==> src/rtl/cla_pkg.sv <==
// rtl/cla_pkg.sv - shared constants for the registered CLA adder and its result FIFO
package cla_pkg;

  localparam int CLA_WIDTH     = 5;
  localparam int CLA_RES_WIDTH = 6;
  localparam int CLA_LATENCY   = 2;
  localparam int CLA_DEPTH     = 4;

  typedef logic [CLA_RES_WIDTH-1:0] cla_res_t;

endpackage

==> src/rtl/cla_result_fifo_if.sv <==
// rtl/cla_result_fifo_if.sv - operand-side credit and result-side valid/ready bundle
interface cla_result_fifo_if import cla_pkg::*; #(
  parameter int WIDTH = CLA_WIDTH
) ();

  logic             in_valid;
  logic             in_ready;
  logic [WIDTH-1:0] sum;
  logic             cout;
  logic             out_valid;
  logic             out_ready;
  logic [WIDTH:0]   out_data;

  // FIFO side
  modport slave (
    input  in_valid, sum, cout, out_ready,
    output in_ready, out_valid, out_data
  );

  // operand source / adder / consumer side
  modport master (
    output in_valid, sum, cout, out_ready,
    input  in_ready, out_valid, out_data
  );

endinterface

==> src/rtl/cla_valid_delay.sv <==
// rtl/cla_valid_delay.sv - tracks operand valids through the adder pipeline
module cla_valid_delay import cla_pkg::*; #(
  parameter  int LATENCY = CLA_LATENCY,
  localparam int IW      = $clog2(LATENCY + 1)
) (
  input  logic          clk,
  input  logic          rst_n,
  input  logic          in_valid,
  output logic          tap,
  output logic [IW-1:0] inflight
);

  logic [LATENCY-1:0] vpipe;

  // shift the valid flag alongside the adder's data registers; reset drops in-flight ops
  always_ff @(posedge clk) begin
    if (!rst_n) begin
      vpipe <= '0;
    end else begin
      vpipe[0] <= in_valid;
      for (int i = 1; i < LATENCY; i++) begin
        vpipe[i] <= vpipe[i-1];
      end
    end
  end

  assign tap = vpipe[LATENCY-1];

  // count of operations still travelling through the adder
  always_comb begin
    inflight = '0;
    for (int i = 0; i < LATENCY; i++) begin
      inflight = inflight + IW'(vpipe[i]);
    end
  end

endmodule

==> src/rtl/cla_result_fifo.sv <==
// rtl/cla_result_fifo.sv - captures valid CLA results into a circular FIFO with credit output
module cla_result_fifo import cla_pkg::*; #(
  parameter  int WIDTH   = CLA_WIDTH,
  parameter  int LATENCY = CLA_LATENCY,
  parameter  int DEPTH   = CLA_DEPTH,
  localparam int CW      = $clog2(DEPTH) + 1
) (
  input  logic                 clk,
  input  logic                 rst_n,
  cla_result_fifo_if.slave     bus,
  output logic [CW-1:0]        count,
  output logic                 drop_err
);

  localparam int AW = $clog2(DEPTH);
  localparam int IW = $clog2(LATENCY + 1);

  logic [WIDTH:0]  mem [DEPTH];
  logic [AW-1:0]   wr_ptr;
  logic [AW-1:0]   rd_ptr;
  logic            tap;
  logic [IW-1:0]   inflight;
  logic            full;
  logic            pop;
  logic            do_write;
  logic            do_drop;

  cla_valid_delay #(
    .LATENCY (LATENCY)
  ) u_valid_delay (
    .clk      (clk),
    .rst_n    (rst_n),
    .in_valid (bus.in_valid),
    .tap      (tap),
    .inflight (inflight)
  );

  assign full          = (count == CW'(DEPTH));
  assign bus.out_valid = (count != '0);
  assign bus.out_data  = mem[rd_ptr];
  assign pop           = bus.out_valid && bus.out_ready;
  // a full FIFO still accepts a result when the head leaves in the same cycle
  assign do_write      = tap && (!full || pop);
  assign do_drop       = tap && full && !pop;

  // credit counts results already stored plus those the adder will still deliver
  assign bus.in_ready  = (32'(count) + 32'(inflight)) < 32'(DEPTH);

  // result storage; contents are not reset, visibility is governed by count
  always_ff @(posedge clk) begin
    if (do_write) begin
      mem[wr_ptr] <= {bus.cout, bus.sum};
    end
  end

  // pointers, occupancy and sticky overflow flag
  always_ff @(posedge clk) begin
    if (!rst_n) begin
      wr_ptr   <= '0;
      rd_ptr   <= '0;
      count    <= '0;
      drop_err <= 1'b0;
    end else begin
      if (do_write) begin
        wr_ptr <= wr_ptr + AW'(1);
      end
      if (pop) begin
        rd_ptr <= rd_ptr + AW'(1);
      end
      case ({do_write, pop})
        2'b10:   count <= count + CW'(1);
        2'b01:   count <= count - CW'(1);
        default: count <= count;
      endcase
      if (do_drop) begin
        drop_err <= 1'b1;
      end
    end
  end

endmodule

==> src/flat_wrapper.sv <==
// flat-port wrapper written by rule: the top's interface ports become plain ports
module cla_result_fifo_flat import cla_pkg::*;
#(
  parameter  int WIDTH   = CLA_WIDTH,
  parameter  int LATENCY = CLA_LATENCY,
  parameter  int DEPTH   = CLA_DEPTH,
  localparam int CW      = $clog2(DEPTH) + 1
)
  (clk, rst_n, count, drop_err, bus_in_valid, bus_sum, bus_cout, bus_out_ready, bus_in_ready, bus_out_valid, bus_out_data);
  cla_result_fifo_if #(.WIDTH(WIDTH)) bus_i ();
  input  logic clk;
  input  logic rst_n;
  output logic [CW-1:0] count;
  output logic drop_err;
  input wire logic [$bits(bus_i.in_valid)-1:0] bus_in_valid;
  input wire logic [$bits(bus_i.sum)-1:0] bus_sum;
  input wire logic [$bits(bus_i.cout)-1:0] bus_cout;
  input wire logic [$bits(bus_i.out_ready)-1:0] bus_out_ready;
  output wire logic [$bits(bus_i.in_ready)-1:0] bus_in_ready;
  output wire logic [$bits(bus_i.out_valid)-1:0] bus_out_valid;
  output wire logic [$bits(bus_i.out_data)-1:0] bus_out_data;
  assign bus_i.in_valid = bus_in_valid;
  assign bus_i.sum = bus_sum;
  assign bus_i.cout = bus_cout;
  assign bus_i.out_ready = bus_out_ready;
  assign bus_in_ready = bus_i.in_ready;
  assign bus_out_valid = bus_i.out_valid;
  assign bus_out_data = bus_i.out_data;
  cla_result_fifo #(.WIDTH(WIDTH), .LATENCY(LATENCY), .DEPTH(DEPTH)) u_core (.clk(clk), .rst_n(rst_n), .bus(bus_i), .count(count), .drop_err(drop_err));
endmodule
==> config.mk <==
export PLATFORM = sky130hd
export DESIGN_NAME = cla_result_fifo_flat
export DESIGN_NICKNAME = d
export VERILOG_FILES = /design/src/rtl/cla_pkg.sv /design/src/rtl/cla_result_fifo_if.sv /design/src/rtl/cla_valid_delay.sv /design/src/rtl/cla_result_fifo.sv /design/src/flat_wrapper.sv
export SDC_FILE = /design/constraint.sdc
export NUM_CORES = 1
export LEC_CHECK = 0
export CORE_MARGIN = 2
export CORE_UTILIZATION = 25
export DETAILED_ROUTE_END_ITERATION = 8
export PLACE_DENSITY_LB_ADDON = 0.15
export SYNTH_ARGS = -nofsm -noshare
export SYNTH_HDL_FRONTEND = slang
export SYNTH_SLANG_ARGS = --single-unit
==> constraint.sdc <==
create_clock -name clk -period 5.5 [get_ports clk]
set_input_delay 1.1 -clock clk [delete_from_list [all_inputs] [get_ports clk]]
set_output_delay 1.1 -clock clk [all_outputs]
set_load 0.1 [all_outputs]
==> impl_metrics.tcl <==
set metrics [dict create \
    vias 804 \
    fmax_mhz 279.6 \
    antenna_found_initial 0 \
    cts_hold_buf 0 \
    required_ns 4.40 \
    min_path_type "reg2reg" \
    nNetsFinal 136 \
    cts_resized 0 \
    max_stage_delay_ns 1.13 \
    drv_cap 0 \
    cp-end-kind "primary output" \
    finClkSkew_ns 0.005033 \
    core_area_sq_um 5574 \
    slowest_stage "clkdlybuf4s50_1" \
    synth_seq_area_share_pct 65.42 \
    powerDensity_nw_per_um2 456.1 \
    grt_pass1_vias 850 \
    drc 0 \
    worst-setup-path-type "reg2out" \
    antenna_left 0 \
    r2r_start "u_core.count[0]" \
    max_slew_margin_pct 35.31 \
    reg2regPathDepth 9 \
    grt_max_degree 14 \
    worstSkewPairLatency_ns 0.28 \
    post-dp-hpwl_um 1793 \
    diodes 0 \
    syn-cell-area_sq_um 1469 \
    hold_violations 0 \
    crit_family "buffers and inverters" \
    yosys.cell_types.count 23 \
    die_area_sq_um 6504 \
    cts-buffers-inserted 5 \
    place_area_sq_um 1749 \
    cts_buffer_depth 2 \
    io_pins 22 \
    layout_commonest_cell "edfxtp_1" \
    rr_endpoint "u_core.count[2]" \
    post_cts_buffers 0 \
    critPathMostFrequentCell "nor2_1" \
    avgSynthCellArea_sq_um 15.63 \
    drtIter0Drc 50 \
    p_leak_nw 0.6135 \
    grt_pass1_wl_um 4195 \
    status "complete, no violations" \
    layout_common_cells "24 x edfxtp_1, 21 x clkdlybuf4s50_1, 12 x dfxtp_1, 9 x and2_1" \
    drt_pass1_iterations 2 \
    cp-start-kind "flop" \
    min_from "u_core.u_valid_delay.vpipe[0]" \
    tns_ns 0 \
    ys.flop_type "edfxtp_1" \
    hold_depth 1 \
    grt_util_all_layers_pct 9.050 \
    final_cell_area_sq_um 1857 \
    final.period_utilization_pct 65.04 \
    ys_ff_latch 36 \
    crit_chain "ha_1 > a21oi_1 > nor2_1 > nor2_1 > clkdlybuf4s50_1" \
    netlist_instances 94 \
    synthArstFlopShare_pct 0 \
    finalPower_mw 0.8469 \
    setup_viol 0 \
    cts_tree "yes" \
    synth_edf_count 24 \
    h-tree-depth 2 \
    overflow 0 \
    ir_drop_uv 174.4 \
    die_width_um 80.65 \
    fp.dieH_um 80.65 \
    min_to "u_core.u_valid_delay.vpipe[1]" \
    cp_max_fo 8 \
    cts_root_buf "clkbuf_8" \
    clkTransAtPathRegs_ns 0.07 \
    drive_above_1_share_pct 11.67 \
    ys.warnings.count 0 \
    cts.sinks 36 \
    tightest_slew_ns 0.9673 \
    rsz0062_at_grt "no" \
    rrSetupSlack_ns 3.20 \
    port_buffers 21 \
    wl_per_cell_um 13.21 \
    crit_buf_inv 1 \
    gp_congestion 0.7074 \
    slew_viol_final 0 \
    synthesis.nets 111 \
    routed_via_density 4.188 \
    cp.arrival_ns 2.48 \
    start_util_pct 26.35 \
    rows 27 \
    syn2layout_area_growth_pct 26.41 \
    drt_wl_total_um 2537 \
    period_needed_ns 3.577 \
]
-- state kept, by name (all words and copies together), names as in the netlist, named ones only --
name / cells
u_core.mem: 24
u_core.wr_ptr: 2
u_core.drop_err: 1
u_core.u_valid_delay.vpipe: 2
u_core.count: 3
u_core.rd_ptr: 2
-- worst reg2reg max path: stages, from the launching register on --
cell and delay [ns]:
dfxtp_1 0.39, nor4b_2 0.35, nor2b_1 0.18, inv_1 0.09, ha_1 0.17, inv_1 0.06, fa_1 0.37, xor2_1 0.16
or3_1 0.30, a21boi_0 0.16
-- area by class of cell --
cell class | count | area (sq um)
Sequential cell | 36 | 960.9
Clock buffer | 6 | 72.57
Inverter | 6 | 22.52
Timing Repair Buffer | 21 | 210.2
Multi-Input combinational cell | 49 | 465.4
Fill cell | 554 | 3717
Tap cell | 72 | 90.09
Clock inverter | 2 | 35.03
-- logic make-up after synthesis --
| logic type | Yosys count | share of synthesized area (%) |
|---|---|---|
| compound gates | 7 | 3.067 |
| xor+xnor | 4 | 2.385 |
| fa+ha+maj | 7 | 6.474 |
| buf+inv | 9 | 2.895 |
| flops | 36 | 65.42 |
| mux | 8 | 10.56 |
| simple gates | 23 | 9.199 |
-- worst max path at each step --
stage                                  to  cells past startpoint             from  slack [ns]
after global routing         bus_in_ready                      5  u_core.count[0]        1.81
after floorplan              bus_in_ready                      4  u_core.count[0]        1.53
after detailed placement  u_core.count[2]                     10    bus_out_ready        2.05
after global placement    u_core.count[2]                     10    bus_out_ready        2.15
after CTS                    bus_in_ready                      5  u_core.count[0]        1.89
final                        bus_in_ready                      5  u_core.count[0]        1.92
-- through the flow --
| stage | cells | setup slack [ns] | hold WS [ns] | utilization, % |
|---|---|---|---|---|
| 2_1_floorplan | 94 | 1.532 | 0.4389 | - |
| 3_3_place_gp | 184 | 2.150 | 0.4532 | 31.38 |
| 3_5_place_dp | 184 | 2.051 | 0.4657 | 31.38 |
| 4_1_cts | 192 | 1.886 | 0.4849 | 33.31 |
| 5_1_grt | 192 | 1.811 | 0.4901 | 33.31 |
| 6_report | 192 | 1.923 | 0.4744 | 33.31 |
-- power breakdown --
part | switching (mW) | internal, mW
Sequential | 0.0259 | 0.303
Clock | 0.0896 | 0.134
Combinational | 0.205 | 0.0883
Total | 0.321 | 0.526
-- cell usage after synthesis (all sizes together), types with 2 or more instances --
| cell | count | share of area, % |
|---|---|---|
| a21oi | 2 | 0.68 |
| and2 | 9 | 3.8 |
| buf | 2 | 1.1 |
| dfxtp | 12 | 16 |
| edfxtp | 24 | 49 |
| ha | 6 | 5.1 |
| inv | 6 | 1.5 |
| mux2i | 2 | 1.4 |
| mux4 | 6 | 9.2 |
| nand2 | 5 | 1.3 |
| nor2 | 2 | 0.51 |
| nor2b | 4 | 1.7 |
| o21ai | 2 | 0.68 |
| or3 | 2 | 0.85 |
| xnor2 | 3 | 1.8 |
-- per-layer routing --
metal	global-route usage (%)	wire length (um)	share of wire [%]
met1	10.57	1129	45
met2	13.92	1236	49
met3	3.596	118	4.7
met4	5.424	53	2.1
met5	0	0	0
Note: power is estimated with default switching activity, not from simulation.
